==> config.mk <==
export PLATFORM = sky130hd
export DESIGN_NAME = reg_port_rr_arbiter
export DESIGN_NICKNAME = d
export VERILOG_FILES = /design/src/rtl/reg_port_rr_arbiter.sv
export SDC_FILE = /design/constraint.sdc
export NUM_CORES = 1
export LEC_CHECK = 0
export ABC_CLOCK_PERIOD_IN_PS = 2900
export BUFFER_PORTS_ARGS = -buffer_cell sky130_fd_sc_hd__buf_2
export CORE_AREA = 2 2 202 204
export CTS_CLUSTER_DIAMETER = 50
export DETAILED_ROUTE_END_ITERATION = 12
export DIE_AREA = 0 0 204 206
export PLACE_DENSITY = 0.32
export SLEW_MARGIN = 20
export SYNTH_ARGS = -nofsm -noshare
export SYNTH_HDL_FRONTEND = slang
export SYNTH_SLANG_ARGS = --single-unit
==> constraint.sdc <==
create_clock -name clk_i -period 2.9 [get_ports clk_i]
set_input_delay 0.145 -clock clk_i [delete_from_list [all_inputs] [get_ports clk_i]]
set_output_delay 0.145 -clock clk_i [all_outputs]
set_load 0.1 [all_outputs]
==> src/rtl/reg_port_rr_arbiter.sv <==
// Round-robin arbiter sharing one RAM-like register port between NumReq requesters.
// Combinational grant and port drive, one registered response stage (1-cycle read data / write ack).
module reg_port_rr_arbiter #(
    parameter int unsigned NumReq    = 2,
    parameter int unsigned AddrWidth = 64,
    parameter int unsigned DataWidth = 64
) (
    input  logic                          clk_i,
    input  logic                          rst_ni,
    input  logic [NumReq-1:0]             req_i,
    input  logic [NumReq-1:0]             we_i,
    input  logic [NumReq*AddrWidth-1:0]   addr_i,
    input  logic [NumReq*DataWidth-1:0]   wdata_i,
    output logic [NumReq-1:0]             gnt_o,
    output logic [NumReq-1:0]             rsp_valid_o,
    output logic [DataWidth-1:0]          rsp_rdata_o,
    output logic [AddrWidth-1:0]          address_o,
    output logic                          en_o,
    output logic                          we_o,
    output logic [DataWidth-1:0]          data_o,
    input  logic [DataWidth-1:0]          data_i
);

    localparam int unsigned IdxWidth = (NumReq > 1) ? $clog2(NumReq) : 1;
    localparam logic [IdxWidth-1:0] LastIdx = IdxWidth'(NumReq - 1);

    logic [NumReq-1:0]    req_act;
    logic [AddrWidth-1:0] addr_arr  [NumReq];
    logic [DataWidth-1:0] wdata_arr [NumReq];
    logic [IdxWidth-1:0]  rr_ptr_q;
    logic [IdxWidth-1:0]  rr_ptr_d;
    logic [IdxWidth-1:0]  win;
    logic                 found;
    int unsigned          cand;
    logic                 rsp_valid_q;
    logic                 rsp_we_q;
    logic [IdxWidth-1:0]  rsp_idx_q;

    // Requests are masked while in reset so nothing reaches the port
    assign req_act = rst_ni ? req_i : '0;

    for (genvar g = 0; g < NumReq; g++) begin : g_unpack
        assign addr_arr[g]  = addr_i[g*AddrWidth +: AddrWidth];
        assign wdata_arr[g] = wdata_i[g*DataWidth +: DataWidth];
    end

    // First requester at or after the pointer, wrapping, wins
    always_comb begin
        found = 1'b0;
        win   = '0;
        cand  = 0;
        for (int unsigned i = 0; i < NumReq; i++) begin
            cand = 32'(rr_ptr_q) + i;
            if (cand >= NumReq) begin
                cand = cand - NumReq;
            end
            if (!found && req_act[IdxWidth'(cand)]) begin
                found = 1'b1;
                win   = IdxWidth'(cand);
            end
        end
    end

    // Only the winner's lane is muxed onto the port
    always_comb begin
        gnt_o     = '0;
        en_o      = 1'b0;
        we_o      = 1'b0;
        address_o = '0;
        data_o    = '0;
        if (found) begin
            gnt_o[win] = 1'b1;
            en_o       = 1'b1;
            we_o       = we_i[win];
            address_o  = addr_arr[win];
            data_o     = wdata_arr[win];
        end
    end

    always_comb begin
        rr_ptr_d = rr_ptr_q;
        if (found) begin
            rr_ptr_d = (win == LastIdx) ? '0 : IdxWidth'(win + IdxWidth'(1));
        end
    end

    always_ff @(posedge clk_i) begin
        if (!rst_ni) begin
            rr_ptr_q    <= '0;
            rsp_valid_q <= 1'b0;
            rsp_idx_q   <= '0;
            rsp_we_q    <= 1'b0;
        end else begin
            rr_ptr_q    <= rr_ptr_d;
            rsp_valid_q <= found;
            rsp_idx_q   <= win;
            rsp_we_q    <= found & we_i[win];
        end
    end

    // Response targets the previous cycle's winner; read data only for reads
    always_comb begin
        rsp_valid_o = '0;
        rsp_rdata_o = '0;
        if (rst_ni && rsp_valid_q) begin
            rsp_valid_o[rsp_idx_q] = 1'b1;
            if (!rsp_we_q) begin
                rsp_rdata_o = data_i;
            end
        end
    end

endmodule

# Word-level counts from Yosys, hierarchy flattened
# Index checks and enable logic that the tools add are counted.
[word_totals]
out_inout_bits = 198
regBits = 4
ram_bits = 0
wordCells = 56
rom_bits = 0
latch_bits = 0
n_memories = 0
[op_classes]
multipliers = 0
bitwise_logic = 2
n_shift = 0
eq_ne = 0
n_reduce_logical = 5
magnitude_cmp = 9
addsub = 4
n_div = 0
n_mux = 32
[op_table]
columns = ["cell", "n"]
rows = [
  ["64-bit 2-to-1 mux", 10],
  ["1-bit 2-to-1 mux", 17],
  ["1-bit by 2-bit < comparator with 1-bit output (second input constant)", 4],
  ["2-bit 2-to-1 mux", 3],
  ["2-bit >= comparator (second input constant)", 2],
  ["1-bit logical AND", 4],
  ["1-bit by 1-bit adder with 2-bit output (second input constant)", 1],
  ["1-bit demux with 1-bit select", 2],
  ["1-bit >= comparator (second input constant)", 2],
  ["1-bit by 2-bit >= comparator with 1-bit output (second input constant)", 1],
  ["1-bit NOT with 2-bit output", 1],
  ["1-bit subtractor (second input constant)", 2],
  ["1-bit adder (second input constant)", 1],
  ["1-bit AND", 1],
  ["1-bit logical NOT", 1],
]

# Longest topological paths before layout
[logic_depth]
depth_word = 13
mapped_depth = 5
depth_no_buf = 2

# Worst setup path before layout
# Ideal clock, no wire load.
[synth_path]
path_type = "reg2out"
from = "register rr_ptr_q"
to = "output address_o[12]"
path_slack_ns = -0.267
required_time_ns = 2.755
arrival_time_ns = 3.022
path_buffers = 2
path_stages_with_launch = 5
cell_sequence = "dfxtp_1 nor2b_1 buf_6 clkbuf_1 o32ai_1"
[synth_via]
elab_chain_cells = 13
[synth_rtl]
columns = ["element", "line_no", "source"]
rows = [
  ["from (decl)", "30", "logic [IdxWidth-1:0] rr_ptr_q;"],
  ["from (signal assigned)", "94", "rr_ptr_q <= rr_ptr_d;"],
  ["1-bit by 2-bit >= comparator with 1-bit output / 1-bit subtractor (equally long branches)", "54, 55", ""],
  ["1-bit 2-to-1 mux", "54", "if (cand >= NumReq) begin"],
  ["1-bit 2-to-1 mux (implied by the code) (2 in series)", "57", "if (!found && req_act[IdxWidth'(cand)]) begin"],
  ["1-bit 2-to-1 mux", "57", ""],
  ["1-bit logical NOT", "57", ""],
  ["1-bit logical AND", "57", ""],
  ["1-bit 2-to-1 mux", "57", ""],
  ["1-bit NOT with 2-bit output (implied by the code)", "75", "address_o = addr_arr[win];"],
  ["64-bit 2-to-1 mux (implied by the code) (3 in series)", "75", ""],
  ["64-bit 2-to-1 mux (*)", "71", "if (found) begin"],
  ["to (decl)", "17", "output logic [AddrWidth-1:0] address_o,"],
]
# Mark *: on every way between the ends. The rest lies on a longest branch, timed or not. The select of a mux whose other input is x is not followed.

# Final worst setup path
[layout_path]
from = "register rr_ptr_q"
to = "output data_o[62]"
[layout_via]
elab_chain_cells = 13
[layout_rtl]
columns = ["element", "line_no", "source"]
rows = [
  ["1-bit by 2-bit >= comparator with 1-bit output / 1-bit subtractor (equally long branches)", "54, 55", ""],
  ["1-bit 2-to-1 mux", "54", ""],
  ["1-bit 2-to-1 mux (implied by the code) (2 in series)", "57", ""],
  ["1-bit 2-to-1 mux", "57", ""],
  ["1-bit logical NOT", "57", ""],
  ["1-bit logical AND", "57", ""],
  ["1-bit 2-to-1 mux", "57", ""],
  ["1-bit NOT with 2-bit output (implied by the code)", "76", "data_o = wdata_arr[win];"],
  ["64-bit 2-to-1 mux (implied by the code) (3 in series)", "76", ""],
  ["64-bit 2-to-1 mux (*)", "71", ""],
  ["to (decl)", "20", "output logic [DataWidth-1:0] data_o,"],
]
# Marks and branches as above.

==> impl_metrics.toml <==
[placement]
place.gp.congestion = 0.761
postPlaceCellArea_um2 = 7940
dpl.hpwl_um = 21300
port_buffers = 523
place_inst = 1545

[timing]
maxClockFrequency_ghz = 0.433
final_hold_viol_count = 0
rsz0062_at_grt = "no"
slew_violations = 0
period_minus_slack_ns = 2.31
worst_pin_slew_ns = 0.828
setup_viol = 0
fin_setup_tns_ns = 0
whs_ns = 0.192
clock_skew_ns = 0.00118
maxSlewHeadroom = 0.448
timing.final.crit_share = 0.796

[cells_and_area]
nets = 1344
syn2layout_area_growth_pct = 120
regArea_um2 = 80.1
drive_gt1_frac = 0.639
n_fill_cell = 4561
multi_input_area_um2 = 3360
stdcell_count = 1550
final_cell_area_um2 = 8020

[global_route]
grt_usage = 0.107
overflow = 0
grt_pass1_vias = 5740
antenna_found_initial = 3
grt_pass1_wl_um = 34800
grt_start_max_net_pins = 97

[floorplan]
coreArea_um2 = 40200
ioPinCount = 524
die_h_um = 206
die_x_um = 204
dieArea_um2 = 42000
rows = 74
initial_core_util = 0.0908

[run]
cap_violations = 0

[synth]
ys_seq_area_frac = 0.0219
syn_nets = 878
yosys_warnings = 0
ys_types = 18
avgSynthCellArea_um2 = 6.61
syn-cell-area_um2 = 3650
synth-seq-cells = 4
post_synth_inst_count = 552

[clocking]
root_buffer = "clkbuf_16"
clkSlewWorstSetupHoldPaths_ns = 0.03
htree_levels = 1
cts_resized = 0
cts_hold_buf = 0
clock_path_buffers = 2
cts_made_buffers = 3
clock_latency_ns = 0.22
cts_tree = "yes"
post_cts_buffers = 0
cts.sinks = 4

[critical_path]
end_kind = "primary output"
cp-start-kind = "flip-flop"
cp_max_fo = 57
crit_required_ns = 2.76
rrSetupSlack_ns = 1.65
critPathKind = "reg -> out"
cp.arrival_ns = 2.16

[drt]
dr.first_iter.drc_count = 265
via_per_inst = 3.87
num_vias = 6006
drc = 0
wl_per_cell_um = 16.6
first_pass_iters = 4
wirelength_um = 25800
ant_nets = 0

[pwr]
p_per_area_nw_per_um2 = 313
ir_worst_vdd_v = 0.000112
leakage_nw = 3.80

[status]
status = "finished, final reports clean"

[min_path]
hold_path_class = "in -> reg"
==> flip-flops by register name (all words and copies together) (netlist names) <==
name	count
rr_ptr_q	1
rsp_idx_q	1
rsp_valid_q	1
rsp_we_q	1
==> critical path, cell delays in order (launching register included) <==
cell and delay [ns]:
dfxtp_1 0.40, a21bo_4 0.55, buf_12 0.34, o32ai_1 0.20, buf_2 0.35
==> where the power goes <==
part,switching [mW],total [mW],internal (mW)
Sequential,0.00231,0.0614,0.0591
Combinational,1.67,2.24,0.566
Clock,0.0368,0.213,0.176
==> metal layers <==
metal | GRT usage | part of all wire | up-vias | wire length, um
met5 | 0 | 0.00050 | - | 13
met4 | 0.0142 | 0.0067 | 2 | 172
met2 | 0.220 | 0.55 | 345 | 14300
li1 | - | - | 2904 | -
met3 | 0.0196 | 0.081 | 8 | 2080
met1 | 0.114 | 0.36 | 2747 | 9220
==> cell families after synthesis <==
group / after synthesis / synth area share
AOI/OAI and AO/OA: 132 / 0.455
DFF: 4 / 0.0219
and+or+nand+nor: 334 / 0.392
buffers and inverters: 82 / 0.132
==> path summary, 6_finish.rpt <==
kind,startpoint,cells after the start,to
min reg2reg,rr_ptr_q,2,rr_ptr_q
max,rr_ptr_q,4,data_o[62]
max reg2reg,rr_ptr_q,2,rsp_we_q
min,req_i[0],3,rsp_valid_q
==> cells in the final DEF, fill, tap and decap left out, types with 2 or more instances in the layout <==
cell type    n
o32ai_1     29
and2_1      64
o32ai_2    101
buf_4       10
nor2_1       5
buf_2      458
nand2_1    259
buf_12      72
clkbuf_16    3
dfxtp_1      4
diode_2      2
==> area by class of cell <==
cell class / count / share of cell area
Antenna cell: 2 / 0.000624
Clock buffer: 3 / 0.00936
Inverter: 2 / 0.00156
Multi-Input combinational cell: 466 / 0.419
Sequential cell: 4 / 0.00998
Tap cell: 532 / 0.0830
Timing Repair Buffer: 541 / 0.476
==> Yosys cell counts <==
cell type / count / area (um2)
nand2_1: 259 / 972
nor2_1: 5 / 18.8
buf_2: 42 / 210
dfxtp_1: 4 / 80.1
buf_6: 11 / 124
nor3_1: 2 / 10.0
and3_1: 1 / 6.26
inv_2: 1 / 3.75
o32ai_1: 63 / 552
a21bo_1: 1 / 10.0
o32ai_2: 67 / 1090
and2_1: 64 / 400
clkbuf_1: 17 / 63.8
inv_1: 1 / 3.75
buf_4: 10 / 75.1
and3b_1: 1 / 8.76
o21a_1: 1 / 7.51
nor2b_1: 2 / 12.5
==> per-stage QoR <==
step	total power, mW	util	setup slack (ns)
floorplan	1.73	-	-0.267
global placement	2.33	0.198	0.785
detailed placement	2.32	0.198	0.806
CTS	2.54	0.199	0.550
global route	2.62	0.200	0.476
finish	2.51	0.200	0.592
Power figures use the tool's default switching activity.
